==> config.mk <==
export PLATFORM = sky130hd
export DESIGN_NAME = ro_freq_counter
export DESIGN_NICKNAME = d
export VERILOG_FILES = /design/src/rtl/ro_pkg.sv /design/src/rtl/sync_edge_detect.sv /design/src/rtl/ro_freq_counter.sv
export SDC_FILE = /design/constraint.sdc
export NUM_CORES = 1
export LEC_CHECK = 0
export BUFFER_PORTS_ARGS = -buffer_cell sky130_fd_sc_hd__buf_2
export CAP_MARGIN = 10
export CORE_MARGIN = 2
export CORE_UTILIZATION = 35
export CTS_CLUSTER_DIAMETER = 40
export DETAILED_ROUTE_END_ITERATION = 10
export SLEW_MARGIN = 25
export SYNTH_ARGS = -nofsm -noshare
export SYNTH_HDL_FRONTEND = slang
export SYNTH_SLANG_ARGS = --single-unit
==> constraint.sdc <==
create_clock -name clk_i -period 2.7 [get_ports clk_i]
set_input_delay 0.405 -clock clk_i [delete_from_list [all_inputs] [get_ports clk_i]]
set_output_delay 0.405 -clock clk_i [all_outputs]
set_load 0.01 [all_outputs]
==> src/rtl/ro_pkg.sv <==
// Shared types and default sizing for the ring-oscillator frequency counter
// and the RO instance wrapper.
package ro_pkg;

   typedef enum logic [1:0] {
      ST_IDLE    = 2'd0,
      ST_SETTLE  = 2'd1,
      ST_MEASURE = 2'd2,
      ST_REPORT  = 2'd3
   } ro_state_e;

   localparam int unsigned RO_COUNT_WIDTH   = 16;
   localparam int unsigned RO_GATE_CYCLES   = 1000;
   localparam int unsigned RO_SETTLE_CYCLES = 16;
   localparam int unsigned RO_SYNC_STAGES   = 2;

   // Counter width able to hold 0..v-1, never narrower than one bit.
   function automatic int unsigned cnt_width(input int unsigned v);
      if (v <= 32'd2) begin
         return 32'd1;
      end else begin
         return $clog2(v);
      end
   endfunction

endpackage

==> src/rtl/sync_edge_detect.sv <==
// Synchronizer chain for an asynchronous probe input followed by a one-flop
// delay; rise_o is high for one clock per synchronized rising edge.
module sync_edge_detect #(
   parameter int unsigned SYNC_STAGES = 2
) (
   input  logic clk_i,
   input  logic rst_i,
   input  logic async_i,
   output logic rise_o
);

   logic [SYNC_STAGES-1:0] sync_q;
   logic                   dly_q;

   // synchronizer shift chain and edge-delay flop
   always_ff @(posedge clk_i) begin
      if (rst_i) begin
         sync_q <= '0;
         dly_q  <= 1'b0;
      end else begin
         sync_q <= {sync_q[SYNC_STAGES-2:0], async_i};
         dly_q  <= sync_q[SYNC_STAGES-1];
      end
   end

   assign rise_o = sync_q[SYNC_STAGES-1] & ~dly_q;

endmodule

==> src/rtl/ro_freq_counter.sv <==
// Ring-oscillator frequency counter: enables the RO, counts synchronized
// rising edges over a fixed gate window and flags counts outside the bounds.
module ro_freq_counter
   import ro_pkg::*;
#(
   parameter int unsigned COUNT_WIDTH   = RO_COUNT_WIDTH,
   parameter int unsigned GATE_CYCLES   = RO_GATE_CYCLES,
   parameter int unsigned SETTLE_CYCLES = RO_SETTLE_CYCLES,
   parameter int unsigned SYNC_STAGES   = RO_SYNC_STAGES
) (
   input  logic                   clk_i,
   input  logic                   rst_i,
   input  logic                   start_i,
   input  logic                   cont_i,
   input  logic [COUNT_WIDTH-1:0] lo_bound_i,
   input  logic [COUNT_WIDTH-1:0] hi_bound_i,
   input  logic                   osc_in_i,
   output logic                   ro_en_o,
   output logic                   busy_o,
   output logic                   done_o,
   output logic [COUNT_WIDTH-1:0] count_o,
   output logic                   fault_o
);

   localparam int unsigned GW = cnt_width(GATE_CYCLES);
   localparam int unsigned SW = cnt_width(SETTLE_CYCLES);
   localparam logic [GW-1:0] GATE_LAST   = GW'(GATE_CYCLES - 1);
   localparam logic [SW-1:0] SETTLE_LAST = SW'(SETTLE_CYCLES - 1);
   localparam logic [COUNT_WIDTH-1:0] EDGE_MAX = {COUNT_WIDTH{1'b1}};

   ro_state_e              state_q, state_d;
   logic [SW-1:0]          settle_q, settle_d;
   logic [GW-1:0]          gate_q, gate_d;
   logic [COUNT_WIDTH-1:0] edge_q, edge_d;
   logic [COUNT_WIDTH-1:0] count_q, count_d;
   logic                   fault_q, fault_d;
   logic                   done_q, done_d;
   logic                   ro_en_q, busy_q, active_d;
   logic                   rise_s;

   sync_edge_detect #(
      .SYNC_STAGES(SYNC_STAGES)
   ) u_sync (
      .clk_i  (clk_i),
      .rst_i  (rst_i),
      .async_i(osc_in_i),
      .rise_o (rise_s)
   );

   // next-state and result logic
   always_comb begin
      state_d  = state_q;
      settle_d = settle_q;
      gate_d   = gate_q;
      edge_d   = edge_q;
      count_d  = count_q;
      fault_d  = fault_q;
      done_d   = 1'b0;
      case (state_q)
         ST_IDLE: begin
            if (start_i) begin
               state_d  = ST_SETTLE;
               settle_d = '0;
            end else begin
               state_d  = ST_IDLE;
            end
         end
         ST_SETTLE: begin
            if (settle_q == SETTLE_LAST) begin
               state_d = ST_MEASURE;
               gate_d  = '0;
               edge_d  = '0;
            end else begin
               settle_d = settle_q + 1'b1;
            end
         end
         ST_MEASURE: begin
            // saturate rather than wrap so a runaway RO still reads as too fast
            if (rise_s && (edge_q != EDGE_MAX)) begin
               edge_d = edge_q + 1'b1;
            end else begin
               edge_d = edge_q;
            end
            if (gate_q == GATE_LAST) begin
               state_d = ST_REPORT;
            end else begin
               gate_d = gate_q + 1'b1;
            end
         end
         ST_REPORT: begin
            count_d = edge_q;
            fault_d = (edge_q < lo_bound_i) | (edge_q > hi_bound_i);
            done_d  = 1'b1;
            if (cont_i) begin
               state_d = ST_MEASURE;
               gate_d  = '0;
               edge_d  = '0;
            end else begin
               state_d = ST_IDLE;
            end
         end
         default: begin
            state_d = ST_IDLE;
         end
      endcase
      active_d = (state_d != ST_IDLE);
   end

   // state, counters and registered outputs
   always_ff @(posedge clk_i) begin
      if (rst_i) begin
         state_q  <= ST_IDLE;
         settle_q <= '0;
         gate_q   <= '0;
         edge_q   <= '0;
         count_q  <= '0;
         fault_q  <= 1'b0;
         done_q   <= 1'b0;
         ro_en_q  <= 1'b0;
         busy_q   <= 1'b0;
      end else begin
         state_q  <= state_d;
         settle_q <= settle_d;
         gate_q   <= gate_d;
         edge_q   <= edge_d;
         count_q  <= count_d;
         fault_q  <= fault_d;
         done_q   <= done_d;
         ro_en_q  <= active_d;
         busy_q   <= active_d;
      end
   end

   assign ro_en_o = ro_en_q;
   assign busy_o  = busy_q;
   assign done_o  = done_q;
   assign count_o = count_q;
   assign fault_o = fault_q;

endmodule

# Yosys cells after proc, flatten, opt, wreduce, memory -nomap -nowiden
# Cells that the tools add are included.
# op_classes
add_sub_neg	3
order_cmp	2
eq_ne	12
mux	17
bitwise	3
reduce_logical	8
# op_table
operator	count
$mux W16	3
$pmux W16 S3	1
$mux W10	3
$pmux W10 S3	1
$add A16 B1 Y16 const B	1
$gt A16 B16 Y1	1
$lt A16 B16 Y1	1
$ne A16 B16 Y1 const B	1
$ne A2 B2 Y1 const B	6
$add A10 B1 Y10 const B	1
$eq A10 B10 Y1 const B	1
$mux W4	2
$pmux W2 S4	1
$pmux W4 S2	1
$reduce_and A4 Y1	2
$mux W2	3
$add A4 B1 Y4 const B	1
$eq A2 B2 Y1 const B	2
$eq A4 B4 Y1 const B	1
$reduce_bool A2 Y1	2
$reduce_and A3 Y1	1
$reduce_bool A3 Y1	1
$eq A2 B1 Y1 const B	1
$logic_not A2 Y1	1
other kinds (5)	6
# totals
reg_bits	54
output_inout_bits	20
elab_cells	55

# Longest topological paths before layout
# Gate-level depths: netlist (run 1).
# depth
ltp_word	5
mapped_depth	7
ltp_nobuf	7

# Modules after synthesis
# Synthesis (run 1) repeated with hierarchy kept, for this count alone.
# unflattened
hier_cells	403
area_unflattened_um2	3259.4
# by_module_without_submodules
module	instances	cells_per_inst	area_per_inst_um2	seq_area_each_um2
ro_freq_counter	1	396	3171.8	1021.0
sync_edge_detect	1	7	87.6	60.1

# Least setup slack after synthesis (run 1)
# OpenSTA, ideal clock, no wires.
# synth_timing
kind	flip-flop to flip-flop
from	reg edge_q[0]
to	reg edge_q[11]
setup_time_ns	0.120
t_arrival_ns	1.859
setup_slack_ns	0.721
stages_incl_launch_ff	8
synth_period_minus_slack_ns	1.979
path_cell_list	dfxtp_1 ha_1 nand4_2 or3_1 buf_6 o211ai_4 nor3_1 a211o_2
# synth_between
elab_chain_len	4
elab_cells_between_ends	7
cone_classes	add/sub (1); eq/ne (2); mux (2); reduce/logical (2)
# synth_lines
element	line_no	source
from (decl)	ro_freq_counter.sv:34	logic [COUNT_WIDTH-1:0] edge_q, edge_d;
from (signal assigned)	ro_freq_counter.sv:125	edge_q <= edge_d;
parallel branches: the longest is 4 deep, another holds $add A16 B1 Y16	-	
# Several ways; the timed one is not identified. The select of a mux whose other input is x is not followed.
# A chain may end at the register's enable or synchronous reset.

# Worst setup path after layout (run 1)
# layout_timing
from	reg edge_q[0]
to	reg edge_q[3]
# Same word-level chain as after synthesis.

==> flow_summary.toml, run 1 <==
[logic_synthesis]
synthFlopType = "dfxtp_1"
yosys_register_bits = 54
avgSynthCellArea_um2 = 7.93
seq_area_frac_synth_pct = 33.7
netlist_instances = 405
syn_nets = 476
synth.distinct_cells = 52
yosys_warnings = 0
ys_async_sr_fraction_pct = 0
synth_edf_count = 0
synth_area_um2 = 3210

[route]
vias_per_cell = 5.28
first_iter_violations = 112
routed_wirelength_um = 8100
route.detailed.drc = 0
vias = 3037
dr.pass1.iters = 4
ant_nets = 0
avgRoutedWirePerCell_um = 14.1

[timing]
finalHoldViolCount = 0
finalSetupViolCount = 0
max_slew_margin_pct = 38.8
max_freq_mhz = 420
maxSlewViolCount = 0
post-route-period-util_pct = 88.3
worstMarginPinSlew_ps = 915
rsz0062_at_grt = "no"
fin_crit_ps = 2380
final.setup.tns_ps = 0
finClkSkew_ps = 12.2

[cts]
cts_num_sinks = 54
cts_root_buffer = "clkbuf_8"
holdBufCountCts = 0
cts_setup_buffers = 0
cts_tree = "built"
cts_htree_levels = 2
clock_latency_ps = 310
cts_made_buffers = 5
cts_buffer_depth = 2
cts_resized = 0
cts.reportedPaths.clkPinSlew_ps = 100

[grt]
overflow = 0
grt_max_degree = 32
grt_antenna_before_repair = 0
track_usage_pct = 16.6
grt_pass1_vias = 2843
grt_pass1_wl_um = 13400

[critical_path]
slowest_stage = "or3_1"
critPathKind = "reg -> reg"
startpoint_type = "register"
r2r_slack_ps = 320
ff2ff_path_depth = 6
critical_path_required_ps = 2870
critPathBufInv = 0
worst_ep_arrival_time_ps = 2560
crit_path_end_kind = "register"
critical_path.top_delay_family = "simple AND/OR/NAND/NOR gates"
r2r-end = "edge_q[3]$_SDFFE_PP0P_"
worstSetupStartpoint = "edge_q[0]$_SDFFE_PP0P_"
worstPathCellList = "ha_1 -> nand4_2 -> or3_1 -> o21ai_4 -> mux2i_1 -> o311ai_0"
slowest_delay_ps = 620
crit_fanout = 10
r2r-start = "edge_q[0]$_SDFFE_PP0P_"

[floorplan]
dieWidth_um = 99.8
coreArea_um2 = 8810
die_h_um = 99.8
die-area_um2 = 9960
floorplan.initialDensity_pct = 36.5
rows = 34
io_pins = 57

[finish]
fin_cells = 575
antenna_cells = 0
area_growth_syn_to_layout_pct = 16.4
fill_cells = 916
drive_gt1_share_pct = 18.4
final_nets = 537
mostFrequentLayoutCells = "nand2_1 (56), buf_2 (56), dfxtp_1 (54)"
utilization_pct = 42.5

[worst_hold_path]
min_path_type = "in -> reg"
min_from = "osc_in_i"
min_to = "u_sync.sync_q[0]$_SDFF_PP0_"
whs_path_depth = 2

[place]
dp_cells = 567
gp_congestion = 0.915
port_buffers = 56
dp_hpwl_um = 6180

[job]
drv_cap = 0

[power_and_ir_drop]
p_leak_uw = 0.00166
ir_worst_vdd_uv = 225
power.density_nw_per_um2 = 366

[run_status]
status = "complete, no violations"
-- logic make-up after synthesis --
| family | after synthesis | share of synthesized area [%] |
|---|---|---|
| compound gates | 90 | 18.6 |
| mux | 2 | 0.623 |
| fa+ha+maj | 34 | 13.2 |
| simple gates | 161 | 24.5 |
| flops | 54 | 33.7 |
| xor+xnor | 10 | 2.73 |
| buf+inv | 54 | 6.66 |
-- where the power goes --
| part | switching, uW | internal [uW] | total, uW |
|---|---|---|---|
| Clock | 263 | 184 | 447 |
| Sequential | 5.73 | 804 | 810 |
| Combinational | 62.1 | 49.9 | 112 |
| Total | 331 | 1040 | 1370 |
-- routing by layer --
metal,vias to the layer above,track usage (%),share of wire [%],routed length (um)
met1,1392,21.8,47,3810
met5,-,0,0,0
met4,0,4.11,1.0,81
met2,85,28.3,46,3710
li1,1552,-,-,-
met3,8,2.86,6.0,488
-- worst reg2reg max path, delay by kind of cell (launching register included) --
kind | cells | cell delay, ps
multiplexers | 1 | 210
AO/OA/AOI/OAI | 2 | 460
flip-flops | 1 | 490
adder cells (fa/ha/maj) | 1 | 290
AND/OR/NAND/NOR | 2 | 800
-- state kept, by name, summed over array words and instances (netlist names) --
signal	cells
u_sync.dly_q	1
done_o	1
settle_q	4
gate_q	10
fault_o	1
busy_o	1
u_sync.sync_q	2
state_q	2
edge_q	16
count_o	16
-- cell type report --
cell class,count,area (um2),area share (%)
Timing Repair Buffer,68,370,9.90
Clock inverter,2,13.8,0.368
Sequential cell,54,1080,28.9
Multi-Input combinational cell,297,1920,51.3
Clock buffer,6,72.6,1.94
Tap cell,108,135,3.61
Inverter,40,150,4.01
-- stage by stage --
| step | setup slack [ps] | instance area [um2] | total power, uW | hold WS, ps |
|---|---|---|---|---|
| final | 317 | 3740 | 1370 | 319 |
| after global routing | 170 | 3740 | 1440 | 317 |
| after CTS | 358 | 3740 | 1390 | 302 |
| after detailed placement | 387 | 3650 | 942 | 436 |
| after global placement | 460 | 3650 | 939 | 418 |
| after floorplan | 721 | 3210 | 895 | 414 |
-- worst max path at each step --
stage                              end  slack (ps)  cells after the start
6_report        edge_q[3]$_SDFFE_PP0P_         320                      6
5_1_grt         edge_q[3]$_SDFFE_PP0P_         170                      6
4_1_cts         edge_q[3]$_SDFFE_PP0P_         360                      6
3_5_place_dp    edge_q[3]$_SDFFE_PP0P_         390                      6
3_3_place_gp   edge_q[11]$_SDFFE_PP0P_         460                      6
2_1_floorplan  edge_q[11]$_SDFFE_PP0P_         720                      7
-- synth_stat cells (3+ instances only) --
cell / n / area, um2
nand2_1: 56 / 210
dfxtp_1: 54 / 1080
inv_1: 39 / 146
a21oi_1: 37 / 185
ha_1: 34 / 425
nor2_1: 27 / 101
nand3_1: 18 / 90.1
o21ai_0: 14 / 70.1
nand4_1: 10 / 62.6
nor3_1: 10 / 50.1
clkbuf_1: 9 / 33.8
nor2b_1: 8 / 50.1
or3_1: 8 / 50.1
o211ai_1: 6 / 45.0
xor2_1: 6 / 52.6
and3_1: 5 / 31.3
nor4_1: 4 / 25.0
xnor2_1: 4 / 35.0
a2111oi_0: 3 / 26.3
a211oi_1: 3 / 22.5
a31oi_1: 3 / 18.8
buf_1: 3 / 11.3
or4_1: 3 / 22.5
(Power assumes the default switching activity.)
==> run 2, diff against run 1 <==
- CTS_BUF_LIST: not set -> sky130_fd_sc_hd__clkbuf_8
==> flow_summary.toml, run 2 (synthesis gave the netlist of run 1 again) <==
[timing]
max_freq_mhz = 417
fin_crit_ps = 2400
max_slew_margin_pct = 38.1
rsz0062_at_grt = "no"
finalHoldViolCount = 0
final.setup.worst_slack_ps = 302
worst_hold_slack_ps = 318
maxSlewViolCount = 0
finClkSkew_ps = 12.5
final.setup.tns_ps = 0
finalSetupViolCount = 0
post-route-period-util_pct = 88.8
worstMarginPinSlew_ps = 925

[finish]
fill_cells = 916
mostFrequentLayoutCells = "nand2_1 (56), buf_2 (56), dfxtp_1 (54)"
antenna_cells = 0
final_nets = 537
utilization_pct = 42.5
drive_gt1_share_pct = 18.4
area_growth_syn_to_layout_pct = 16.4

[floorplan]
die-area_um2 = 9960
die_h_um = 99.8
dieWidth_um = 99.8
rows = 34
io_pins = 57
coreArea_um2 = 8810
floorplan.initialDensity_pct = 36.5

[place]
gp_congestion = 0.915
dp_hpwl_um = 6180
pre_cts_ws_ps = 387
port_buffers = 56

[power_and_ir_drop]
combPwrFrac_pct = 8.2
seqPwrFrac_pct = 59.3
power.density_nw_per_um2 = 365
p_int_uw = 1030
p_clk_share_pct = 32.5
p_sw_uw = 331
total_power_uw = 1370
p_leak_uw = 0.00166
ir_worst_vdd_uv = 225
switching_share_pct = 24.2

[route]
vias = 3034
route.detailed.drc = 0
dr.pass1.iters = 4
first_iter_violations = 108
avgRoutedWirePerCell_um = 14.1
routed_wirelength_um = 8100
ant_nets = 0
vias_per_cell = 5.28

[worst_hold_path]
min_from = "osc_in_i"
min_path_type = "in -> reg"
min_to = "u_sync.sync_q[0]$_SDFF_PP0_"
whs_path_depth = 2

[job]
drv_cap = 0

[cts]
holdBufCountCts = 0
cts_setup_buffers = 0
cts_root_buffer = "clkbuf_8"
cts_resized = 0
cts_tree = "built"
cts_buffer_depth = 2
cts.reportedPaths.clkPinSlew_ps = 100
cts_num_sinks = 54
cts_made_buffers = 5
clock_latency_ps = 310
cts_htree_levels = 2

[critical_path]
critPathKind = "reg -> reg"
startpoint_type = "register"
critical_path_required_ps = 2870
worst_ep_arrival_time_ps = 2570
ff2ff_path_depth = 6
r2r-end = "edge_q[3]$_SDFFE_PP0P_"
r2r_slack_ps = 300
r2r-start = "edge_q[0]$_SDFFE_PP0P_"
crit_path_end_kind = "register"
crit_fanout = 10

[grt]
grt_pass1_wl_um = 13400
grt_antenna_before_repair = 0
overflow = 0
track_usage_pct = 16.6
grt_max_degree = 32
grt_pass1_vias = 2843

[run_status]
status = "complete, no violations"
-- run 2: cell types whose count changed in the layout (fill, tap and decap cells not counted), sizes merged --
cell    change
inv         +1
clkbuf      -1
-- run 2: worst max path at each step --
stage | from | to | slack (ps) | cells past startpoint
6_report | edge_q[0]$_SDFFE_PP0P_ | edge_q[3]$_SDFFE_PP0P_ | 300 | 6
5_1_grt | edge_q[0]$_SDFFE_PP0P_ | edge_q[3]$_SDFFE_PP0P_ | 170 | 6
4_1_cts | edge_q[0]$_SDFFE_PP0P_ | edge_q[3]$_SDFFE_PP0P_ | 360 | 6
3_5_place_dp | edge_q[0]$_SDFFE_PP0P_ | edge_q[3]$_SDFFE_PP0P_ | 390 | 6
3_3_place_gp | edge_q[1]$_SDFFE_PP0P_ | edge_q[11]$_SDFFE_PP0P_ | 460 | 6
2_1_floorplan | edge_q[0]$_SDFFE_PP0P_ | edge_q[11]$_SDFFE_PP0P_ | 720 | 7
-- run 2: metrics by stage --
stage,instances,area [um2]
floorplan,405,3210
global placement,567,3650
detailed placement,567,3650
CTS,575,3740
global route,575,3740
finish,575,3740
-- run 2: layout make-up --
type	count	area, um2	area share, %
Sequential cell	54	1080	28.9
Inverter	40	150	4.01
Multi-Input combinational cell	297	1920	51.3
Tap cell	108	135	3.61
Clock buffer	5	68.8	1.84
Clock inverter	3	17.5	0.468
Timing Repair Buffer	68	370	9.90
-- run 2: power by group through the flow --
stage	Sequential (uW)	Combinational [uW]	Clock, uW
2_1_floorplan	829	65.2	0
3_5_place_dp	829	113	0
4_1_cts	810	114	463
3_3_place_gp	829	110	0
5_1_grt	811	128	497
6_report	810	112	443
-- run 2: metal layers --
metal / vias up / part of all wire [%] / global-route usage [%]
li1: 1552 / - / -
met1: 1388 / 46 / 21.8
met2: 90 / 46 / 28.3
met3: 4 / 7.0 / 2.86
met4: 0 / 0.73 / 4.11
met5: - / 0 / 0
-- run 2: critical path, stage by stage, from the launching register on --
cell      delay, ps
dfxtp_1         500
ha_1            290
nand4_2         170
or3_1           620
o21ai_4         320
mux2i_1         210
o311ai_0        140
==> run 3, diff against run 2 <==
- CORE_MARGIN: 2 -> not set
==> flow_summary.toml, run 3 (synthesis gave the netlist of run 1 again) <==
[run_status]
status = "finished with violations"
violations = "design-rule violations"

[route]
first_iter_violations = 163
route.detailed.drc = 11
avgRoutedWirePerCell_um = 14.0
dr.pass1.iters = 8
vias = 3003
vias_per_cell = 5.23
routed_wirelength_um = 8050
ant_nets = 0

[cts]
cts_root_buffer = "clkbuf_8"
cts.reportedPaths.clkPinSlew_ps = 100
cts_setup_buffers = 0
clock_latency_ps = 310
cts_htree_levels = 2
cts_made_buffers = 5
cts_num_sinks = 54
cts_buffer_depth = 2
cts_tree = "built"
cts_resized = 0
holdBufCountCts = 0

[worst_hold_path]
whs_path_depth = 2
min_from = "osc_in_i"
min_to = "u_sync.sync_q[0]$_SDFF_PP0_"
min_path_type = "in -> reg"

[power_and_ir_drop]
p_leak_uw = 0.00166
power.density_nw_per_um2 = 380
p_int_uw = 1090
p_sw_uw = 336
switching_share_pct = 23.6
p_clk_share_pct = 35.3
total_power_uw = 1430
combPwrFrac_pct = 7.8
ir_worst_vdd_uv = 216
seqPwrFrac_pct = 56.8

[finish]
area_growth_syn_to_layout_pct = 16.8
antenna_cells = 0
fill_cells = 916
drive_gt1_share_pct = 18.5
seq_area_um2 = 1080
mostFrequentLayoutCells = "nand2_1 (56), buf_2 (56), dfxtp_1 (54)"
multi_input_area_um2 = 1920
final_nets = 536

[timing]
rsz0062_at_grt = "no"
finalHoldViolCount = 0
finalSetupViolCount = 0
fin_crit_ps = 2400
finClkSkew_ps = 5.45
maxSlewViolCount = 0
max_slew_margin_pct = 35.4
max_freq_mhz = 417
worst_hold_slack_ps = 311
worstMarginPinSlew_ps = 965
post-route-period-util_pct = 88.8
final.setup.tns_ps = 0
final.setup.worst_slack_ps = 302

[grt]
grt_pass1_vias = 2819
overflow = 0
grt_antenna_before_repair = 0
track_usage_pct = 17.7
grt_max_degree = 32
grt_pass1_wl_um = 13600

[floorplan]
die-area_um2 = 9560
floorplan.initialDensity_pct = 36.5
dieWidth_um = 97.8
coreArea_um2 = 8810
io_pins = 57
rows = 34
die_h_um = 97.8

[critical_path]
r2r-end = "edge_q[3]$_SDFFE_PP0P_"
r2r-start = "edge_q[0]$_SDFFE_PP0P_"
r2r_slack_ps = 300
critPathKind = "reg -> reg"
worst_ep_arrival_time_ps = 2580
startpoint_type = "register"
crit_fanout = 10
ff2ff_path_depth = 6
crit_path_end_kind = "register"
critical_path_required_ps = 2880

[place]
port_buffers = 56
dp_hpwl_um = 6050
pre_cts_ws_ps = 383
gp_congestion = 0.888

[job]
drv_cap = 0
[run 3: critical path: stages, from the launching register on]
cell	delay, ps
dfxtp_1	500
ha_1	310
nand4_2	180
or3_1	620
o21ai_4	330
mux2i_1	200
o311ai_0	130
[run 3: metal layers]
metal,global-route usage (%),wire length (um)
met1,23.6,3750
met2,29.9,3780
met3,3.36,444
met4,3.85,73
met5,0,0
[run 3: how the worst max path moves through the flow]
stage | end | slack [ps] | from | cells past startpoint
after floorplan | edge_q[11]$_SDFFE_PP0P_ | 720 | edge_q[0]$_SDFFE_PP0P_ | 7
after global placement | edge_q[11]$_SDFFE_PP0P_ | 460 | edge_q[1]$_SDFFE_PP0P_ | 6
after detailed placement | edge_q[3]$_SDFFE_PP0P_ | 380 | edge_q[0]$_SDFFE_PP0P_ | 6
after CTS | edge_q[3]$_SDFFE_PP0P_ | 360 | edge_q[0]$_SDFFE_PP0P_ | 6
after global routing | edge_q[3]$_SDFFE_PP0P_ | 200 | edge_q[0]$_SDFFE_PP0P_ | 6
final | edge_q[3]$_SDFFE_PP0P_ | 300 | edge_q[0]$_SDFFE_PP0P_ | 6
[run 3: power by group through the flow]
stage | clock [uW] | combinational [uW] | sequential [uW]
2_1_floorplan | 0 | 65.2 | 829
3_3_place_gp | 0 | 110 | 829
3_5_place_dp | 0 | 113 | 829
4_1_cts | 525 | 113 | 810
5_1_grt | 559 | 128 | 811
6_report | 504 | 112 | 810
[run 3: layout make-up]
cell class | instances | share of cell area [%]
multi-input combinational | 297 | 51.1
tap | 108 | 3.60
clock inverter | 1 | 0.233
inverter | 40 | 4.00
clock buffer | 7 | 2.57
timing repair buffer | 67 | 9.67
sequential | 54 | 28.8
[run 3: through the flow]
step / cell area [um2] / std cells / utilization [%]
global route: 3750 / 574 / 42.6
finish: 3750 / 574 / 42.6
global placement: 3650 / 566 / 41.4
detailed placement: 3650 / 566 / 41.4
floorplan: 3210 / 405 / -
CTS: 3750 / 574 / 42.6
